### src/rtl/kogge_correction_sequencer.sv
`default_nettype none
// ============================================================================
// Module   : kogge_correction_sequencer
// Brief    : Feeds operands to the 16-bit fault-correcting Kogge-Stone unit,
//            steps its slice counter, captures and flags the corrected result.
// Revision : 1.0 - initial release
// ============================================================================
module kogge_correction_sequencer #(
  parameter int WIDTH       = 16,  // only 16 (4 slices x 4 bits) is meaningful
  parameter int SLICES      = 4,
  parameter int FAULT_CNT_W = 8
) (
  input  logic                   clk,
  input  logic                   rst,
  input  logic                   in_valid,
  output logic                   in_ready,
  input  logic [WIDTH-1:0]       in_a,
  input  logic [WIDTH-1:0]       in_b,
  input  logic                   in_cin,
  output logic                   u_rst,
  output logic [WIDTH-1:0]       u_a,
  output logic [WIDTH-1:0]       u_b,
  output logic                   u_cin,
  output logic                   u_correction_enable,
  input  logic [WIDTH-1:0]       u_corrected_sum,
  input  logic [WIDTH-1:0]       u_uncorrected_sum,
  input  logic                   u_cout,
  input  logic                   fault_clr,
  output logic                   out_valid,
  input  logic                   out_ready,
  output logic [WIDTH-1:0]       out_sum,
  output logic                   out_cout,
  output logic                   out_fault,
  output logic [FAULT_CNT_W-1:0] fault_count,
  output logic                   busy
);

  localparam logic [2:0] c_ST_INIT    = 3'd0;
  localparam logic [2:0] c_ST_IDLE    = 3'd1;
  localparam logic [2:0] c_ST_RUN     = 3'd2;
  localparam logic [2:0] c_ST_CAPTURE = 3'd3;
  localparam logic [2:0] c_ST_HOLD    = 3'd4;

  localparam int                     c_CNT_W      = (SLICES > 1) ? $clog2(SLICES) : 1;
  localparam logic [c_CNT_W-1:0]     c_LAST_SLICE = c_CNT_W'(SLICES - 1);
  localparam logic [FAULT_CNT_W-1:0] c_FAULT_MAX  = {FAULT_CNT_W{1'b1}};

  logic [2:0]             r_state;
  logic [2:0]             w_state_nxt;
  logic [c_CNT_W-1:0]     r_slice_cnt;
  logic [WIDTH-1:0]       r_a;
  logic [WIDTH-1:0]       r_b;
  logic                   r_cin;
  logic                   r_out_valid;
  logic [WIDTH-1:0]       r_out_sum;
  logic                   r_out_cout;
  logic                   r_out_fault;
  logic [FAULT_CNT_W-1:0] r_fault_count;
  logic                   w_accept;
  logic                   w_capture;
  logic                   w_fault;

  assign w_accept  = in_valid & in_ready;
  assign w_capture = (r_state == c_ST_CAPTURE);
  assign w_fault   = (u_corrected_sum != u_uncorrected_sum);

  // State register
  always_ff @(posedge clk or negedge rst) begin
    if (!rst) begin
      r_state <= c_ST_INIT;
    end else begin
      r_state <= w_state_nxt;
    end
  end

  // Next-state logic
  always_comb begin
    w_state_nxt = r_state;
    case (r_state)
      c_ST_INIT:    w_state_nxt = c_ST_IDLE;
      c_ST_IDLE:    if (in_valid) w_state_nxt = c_ST_RUN;
      c_ST_RUN:     if (r_slice_cnt == c_LAST_SLICE) w_state_nxt = c_ST_CAPTURE;
      c_ST_CAPTURE: w_state_nxt = c_ST_HOLD;
      c_ST_HOLD:    if (out_ready) w_state_nxt = c_ST_IDLE;
      default:      w_state_nxt = c_ST_INIT;
    endcase
  end

  // Output decode; INIT is also the state held throughout reset
  always_comb begin
    u_rst               = 1'b0;
    in_ready            = 1'b0;
    u_correction_enable = 1'b0;
    busy                = 1'b1;
    case (r_state)
      c_ST_INIT: u_rst = 1'b1;
      c_ST_IDLE: begin
        in_ready = 1'b1;
        busy     = 1'b0;
      end
      c_ST_RUN:  u_correction_enable = 1'b1;
      default: ;
    endcase
  end

  // Datapath: operand hold, slice count, result capture, fault counter.
  // Capture must happen on the CAPTURE edge: the next enable would start
  // rewriting slice 0 and replace cout with the slice-0 carry.
  always_ff @(posedge clk or negedge rst) begin
    if (!rst) begin
      r_a           <= '0;
      r_b           <= '0;
      r_cin         <= 1'b0;
      r_slice_cnt   <= '0;
      r_out_valid   <= 1'b0;
      r_out_sum     <= '0;
      r_out_cout    <= 1'b0;
      r_out_fault   <= 1'b0;
      r_fault_count <= '0;
    end else begin
      if (w_accept) begin
        r_a   <= in_a;
        r_b   <= in_b;
        r_cin <= in_cin;
      end

      if (w_accept) begin
        r_slice_cnt <= '0;
      end else if (r_state == c_ST_RUN) begin
        r_slice_cnt <= r_slice_cnt + 1'b1;
      end

      if (w_capture) begin
        r_out_sum   <= u_corrected_sum;
        r_out_cout  <= u_cout;
        r_out_fault <= w_fault;
        r_out_valid <= 1'b1;
      end else if ((r_state == c_ST_HOLD) && out_ready) begin
        r_out_valid <= 1'b0;
      end

      if (fault_clr) begin
        r_fault_count <= '0;
      end else if (w_capture && w_fault && (r_fault_count != c_FAULT_MAX)) begin
        r_fault_count <= r_fault_count + 1'b1;
      end
    end
  end

  assign u_a         = r_a;
  assign u_b         = r_b;
  assign u_cin       = r_cin;
  assign out_valid   = r_out_valid;
  assign out_sum     = r_out_sum;
  assign out_cout    = r_out_cout;
  assign out_fault   = r_out_fault;
  assign fault_count = r_fault_count;

endmodule
`default_nettype wire

### config.mk
export PLATFORM = sky130hd
export DESIGN_NAME = kogge_correction_sequencer
export DESIGN_NICKNAME = d
export VERILOG_FILES = /design/src/rtl/kogge_correction_sequencer.sv
export SDC_FILE = /design/constraint.sdc
export NUM_CORES = 1
export LEC_CHECK = 0
export ABC_CLOCK_PERIOD_IN_PS = 1800
export CAP_MARGIN = 20
export CORE_ASPECT_RATIO = 0.9
export CORE_MARGIN = 2
export CORE_UTILIZATION = 37
export DETAILED_ROUTE_END_ITERATION = 6
export GPL_TIMING_DRIVEN = 0
export PLACE_DENSITY = 0.78
export SLEW_MARGIN = 20
export SYNTH_ARGS = -nofsm -noshare
export SYNTH_HDL_FRONTEND = slang
export SYNTH_SLANG_ARGS = --single-unit
### constraint.sdc
create_clock -name clk -period 1.8 [get_ports clk]
set_input_delay 0.27 -clock clk [delete_from_list [all_inputs] [get_ports clk]]
set_output_delay 0.27 -clock clk [all_outputs]
set_load 0.03 [all_outputs]
; ---- Word level (Yosys, flattened, before mapping)
; Index checks and enable logic that the tools add are counted.
[op_classes]
n_addsub = 2
eq_ne = 10
n_mux = 14
bitwise_logic = 1
n_reduce_logical = 8
[ops]
columns = operator, count
row1 = 2-to-1 mux 8 bit, 2
row2 = != test 16 bit, 1
row3 = case mux 3 bit (5 select lines), 1
row4 = 2-to-1 mux 3 bit, 3
row5 = "adder 8 x 1 -> 8 bit, second input constant", 1
row6 = "!= test 8 bit, second input constant", 1
row7 = "== test 3 x 2 -> 1 bit, second input constant", 2
row8 = 2-to-1 mux 1 bit, 6
row9 = "!= test 2 bit, second input constant", 3
row10 = nonzero test 2 bit, 3
row11 = 2-to-1 mux 2 bit, 2
row12 = "== test 3 x 1 -> 1 bit, second input constant", 1
row13 = "== test 3 bit, second input constant", 1
row14 = logical AND 1 bit, 3
row15 = zero test 3 bit, 1
row16 = AND reduction 3 bit, 1
row17 = "adder 2 x 1 -> 2 bit, second input constant", 1
row18 = "== test 2 bit, second input constant", 1
row19 = bitwise AND 1 bit, 1
[word_totals]
ff_bits = 65
in_bits = 71
out_inout_bits = 64

; ---- Logic depth before layout (Yosys ltp)
[depth]
ltp_word = 5
mapped_depth = 7

; ---- Least setup slack after synthesis
; No wires, ideal clock.
[synth_timing]
path_type = reg-to-reg
start = register r_fault_count[0], in the netlist fault_count[0]
end = register r_fault_count[7], in the netlist fault_count[7]
setup_time_ps = 125
arrival_time_ps = 1832
required_ps = 1675
path_slack_ps = -157
stages_incl_launch_ff = 7
path_buffers = 0
synth_period_minus_slack_ps = 1957
cell_sequence = dfrtp_1 > ha_1 > and3_1 > a31oi_4 > nand4_2 > nor3_2 > mux2_4
[synth_via]
elab_chain_cells = 3
word_cells_on_any_way = 6
classes_between = add/sub: 1 / eq/ne: 1 / mux: 2 / reduce/logical: 2
[synth_rtl]
columns = element, line
row1 = from (decl), 58  ; logic [FAULT_CNT_W-1:0] r_fault_count;
row2 = from (signal assigned), 145  ; r_fault_count <= r_fault_count + 1'b1;
row3 = adder 8 x 1 -> 8 bit or != test 8 bit (tied branches), "145, 144"
row4 = 2-to-1 mux 8 bit or logical AND 1 bit (tied branches), 144  ; end else if (w_capture && w_fault && (r_fault_count != c_FAULT_MAX)) begin
row5 = 2-to-1 mux 8 bit or nonzero test 2 bit (tied branches), -
; Several ways; a longest one is shown, not always the timed one. The select of a mux whose other input is x is not followed.
; A chain may end at the register's enable or synchronous reset.

; ---- Worst setup path after layout
[layout_timing]
start = register r_fault_count[1], in the netlist fault_count[1]
end = register r_fault_count[7], in the netlist fault_count[7]
; Same word-level chain as after synthesis.

==> results.md <==
* Run status: finished, violations left
* Failing checks: negative setup slack
* GRT Total Usage at 16.9%
* R2R setup slack at -0.02 ns
* Critical Path Source Type: flip-flop
* Critical Path, Cell by Cell: ha_4 > and3_4 > a31oi_4 > nand4_4 > nor3_4 > mux2_4
* Port Buffers at 134
* Synth warnings at 0
* Rel. slew slack at 72.5%
* H-tree depth at 3
* Largest stage delay, worst path at 0.44 ns
* Crit. End Element: flip-flop
* Area of the multi-input gates at 1240 um^2
* Sw power at 3.16 mW
* Worst-margin pin slew at 0.413 ns
* Crit path max-delay family: simple AND/OR/NAND/NOR gates
* Setup Viol. Count Final at 3
* Number of inserted diodes at 0
* Peak VDD IR at 0.000906 V
* Grt total ovfl at 0
* Top cells by area, synth: dfrtp_1 (57%), mux2_2 (20%), xnor2_1 (5.2%)
* Die Ht at 87.6 um
* Post-synth EDFFs at 0
* Highest-delay cell along the critical path: dfrtp_2
* Root Buffer: clkbuf_8
* PnR worst setup slack at -0.0183 ns
* Period Utilization, post-route at 101%
* Worst skew pair latency at 0.33 ns
* Dpl cells at 441
* I/O pins at 135
* Die Area at 8490 um^2
* Most common cell in the netlist: dfrtp_1
* Final Skew at 0.00909 ns
* Vias in the first global route at 2,375
* CTS Buf Count at 9
* P_int at 4.90 mW
* DR iter-0 viols at 72
* Sequential cell area at 1630 um^2
* Per-cell routed wire length at 14.6 um
* Synthesized instance count at 210
* Met2 Wirelength at 3560 um
* CTS Buffer Depth at 2
* Area growth from synthesis to layout at 64.3%
* Initial Util at 38.1%
* # fillers at 620
* First-pass GRT wire length at 11,400 um
* Final Max Slew Viols at 0
* Hold endpoint: out_sum[11]$_DFFE_PN0P_
* Die width at 96.9 um
* Worst r2r src: fault_count[1]$_DFFE_PN0P_
* Post-place setup slack at -0.477 ns
* Initial antenna violation count at 0
* Lkg Pwr at 2.03 nW
* Post-synthesis sequential area ratio at 56.6%
* Setup CP Type: flip-flop to flip-flop
* Clock slew at reported path FFs at 0.07 ns
* Placer Congestion at 0.709
* Post-synth top cells: dfrtp_1 (65), mux2_2 (51), xnor2_1 (17), nand2_1 (10), a21oi_1 (9)
* Detailed Place HPWL at 4970 um
* Worst R2R Path Depth at 6
* Highest clock rate at 550 MHz
* CORE AREA at 7540 um^2
* Syn avg cell area at 13.7 um^2
* Non-filler cells, final at 469
* CP arrival at 2.04 ns
* Post-synthesis cell type count at 32
* Via count at 2,227
* Main synth FF type: dfrtp_1
* Final #Nets at 441
* Share of cells above drive strength 1 at 29.0%
* Syn Nets at 283
* Pwr Density at 1710 nW/um^2
* Tmin final at 1.82 ns
* Number of cell rows at 30
* DRC at 0
* HP Start: u_corrected_sum[11]
* RSZ-0062 raised after global routing: true
* Hold WC Path Type: input port to flip-flop
* Worst EP required at 2.02 ns
* Yosys top cell area share at 56.6%
* WP buf/inv at 0
* FF-to-FF End: fault_count[7]$_DFFE_PN0P_
* Clock network fraction of design power at 14.9%
* Max cap viols at 0
* FF+latch count, synth at 65
* Cell taking the most area after synthesis: dfrtp_1
* Crit Path Max Fanout at 4
* Overall power at 8.06 mW
* # clock sinks at 65
* Synth Cell Area at 2870 um^2
* Highest metal used: met4
* Met1 Wirelength at 2710 um
* Sequential power share at 30.7%
* Worst hold slack at 0.242 ns
* Post-synth ARST share at 100%
* Met3 wire len at 471 um
* Post-route ant nets at 0
* Final Hold Fails at 0
* Post-DR vias/cell at 4.75
* CTS tree: done
* Logic pwr share at 54.4%
* Drt first pass iters at 4
* Cell count of the worst hold path at 2
* Largest net degree at the start of global routing at 54
* Switching Fraction at 39.3%
* WL final at 6850 um
kinds of logic (layout without fill, tap and decap cells):
family,Yosys count,after routing,share of synthesized area (%)
and+or+nand+nor,43,43,9.40
xor gates and xnor gates,17,17,5.18
AOI/OAI and AO/OA,16,16,3.44
adders and majority gates,2,2,0.871
buffers and inverters,12,175,2.79
muxes,55,55,21.7
DFF,65,65,56.6
how the worst max path moves through the flow:
stage / startpoint / cells past startpoint / to
2_1_floorplan: fault_count[1]$_DFFE_PN0P_ / 6 / fault_count[5]$_DFFE_PN0P_
3_3_place_gp: rst / 1 / fault_count[1]$_DFFE_PN0P_
3_5_place_dp: u_corrected_sum[8] / 7 / fault_count[7]$_DFFE_PN0P_
4_1_cts: r_state[2]$_DFFE_PN0P_ / 3 / busy
5_1_grt: fault_count[1]$_DFFE_PN0P_ / 6 / fault_count[6]$_DFFE_PN0P_
6_report: fault_count[1]$_DFFE_PN0P_ / 6 / fault_count[7]$_DFFE_PN0P_
placed cells by master, fill, tap and decap left out, types with 2 or more instances in the layout:
cell type | synthesis | layout
dlymetal6s2s_1 | 0 | 7
clkbuf_1 | 1 | 4
dfrtp_1 | 65 | 62
clkinv_2 | 0 | 2
clkbuf_2 | 0 | 3
mux2_4 | 2 | 2
a21oi_1 | 9 | 8
nor2b_1 | 4 | 4
nor3_4 | 0 | 3
clkdlybuf4s50_1 | 0 | 122
nand2b_1 | 2 | 2
nand3b_1 | 2 | 2
o21ai_0 | 5 | 5
nand2_1 | 10 | 9
buf_4 | 2 | 13
clkbuf_8 | 0 | 10
xnor2_1 | 17 | 17
nand4_1 | 4 | 4
buf_6 | 3 | 4
dfrtp_2 | 0 | 3
mux2i_1 | 2 | 2
buf_2 | 4 | 4
nor2_1 | 6 | 6
or3_1 | 3 | 3
mux2_2 | 51 | 51
sequential cells by signal, indices dropped and copies added (netlist names):
| register | flops |
|---|---|
| out_sum | 16 |
| out_fault | 1 |
| out_valid | 1 |
| out_cout | 1 |
| u_cin | 1 |
| u_b | 16 |
| u_a | 16 |
| r_state | 3 |
| r_slice_cnt | 2 |
| fault_count | 8 |
power by group through the flow:
| stage | logic [mW] | registers [mW] | clock network (mW) |
|---|---|---|---|
| final | 4.39 | 2.48 | 1.20 |
| after global routing | 4.64 | 2.58 | 1.31 |
| after CTS | 4.42 | 2.48 | 1.25 |
| after detailed placement | 4.39 | 2.51 | 0 |
| after global placement | 4.33 | 2.47 | 0 |
| after floorplan | 1.37 | 3.71 | 0 |
area by class of cell:
type / instances / share of cell area, %
Multi-Input combinational cell: 133 / 26.2
Clock buffer: 13 / 3.15
Buffer: 10 / 1.67
Sequential cell: 65 / 34.5
Tap cell: 96 / 2.54
Timing Repair Buffer: 147 / 30.9
Clock inverter: 3 / 0.848
Inverter: 2 / 0.159
through the flow:
stage / utilization [%] / TNS (ns) / cell area (um^2)
2_1_floorplan: - / -0.114 / 2900
3_3_place_gp: 57.7 / -120.12 / 4360
3_5_place_dp: 58.1 / -2.89 / 4380
4_1_cts: 61.4 / -0.0119 / 4640
5_1_grt: 62.6 / -0.417 / 4720
6_report: 62.6 / -0.0263 / 4720
layer usage:
| layer | GRT usage [%] | vias up |
|---|---|---|
| li1 | - | 1052 |
| met1 | 20.0 | 1097 |
| met2 | 28.2 | 67 |
| met3 | 6.62 | 11 |
| met4 | 6.40 | 0 |
| met5 | 0 | - |
what timing repair did:
item                       4_1_cts  5_1_grt
setup buffers                    3        8
pin swaps                        4        4
hold buffers                     1        0
setup endpoints to repair        6       39
hold endpoints to repair        12        0
gates cloned                     0        0
resized for setup               12       21
Note: power is estimated with default switching activity, not from simulation.
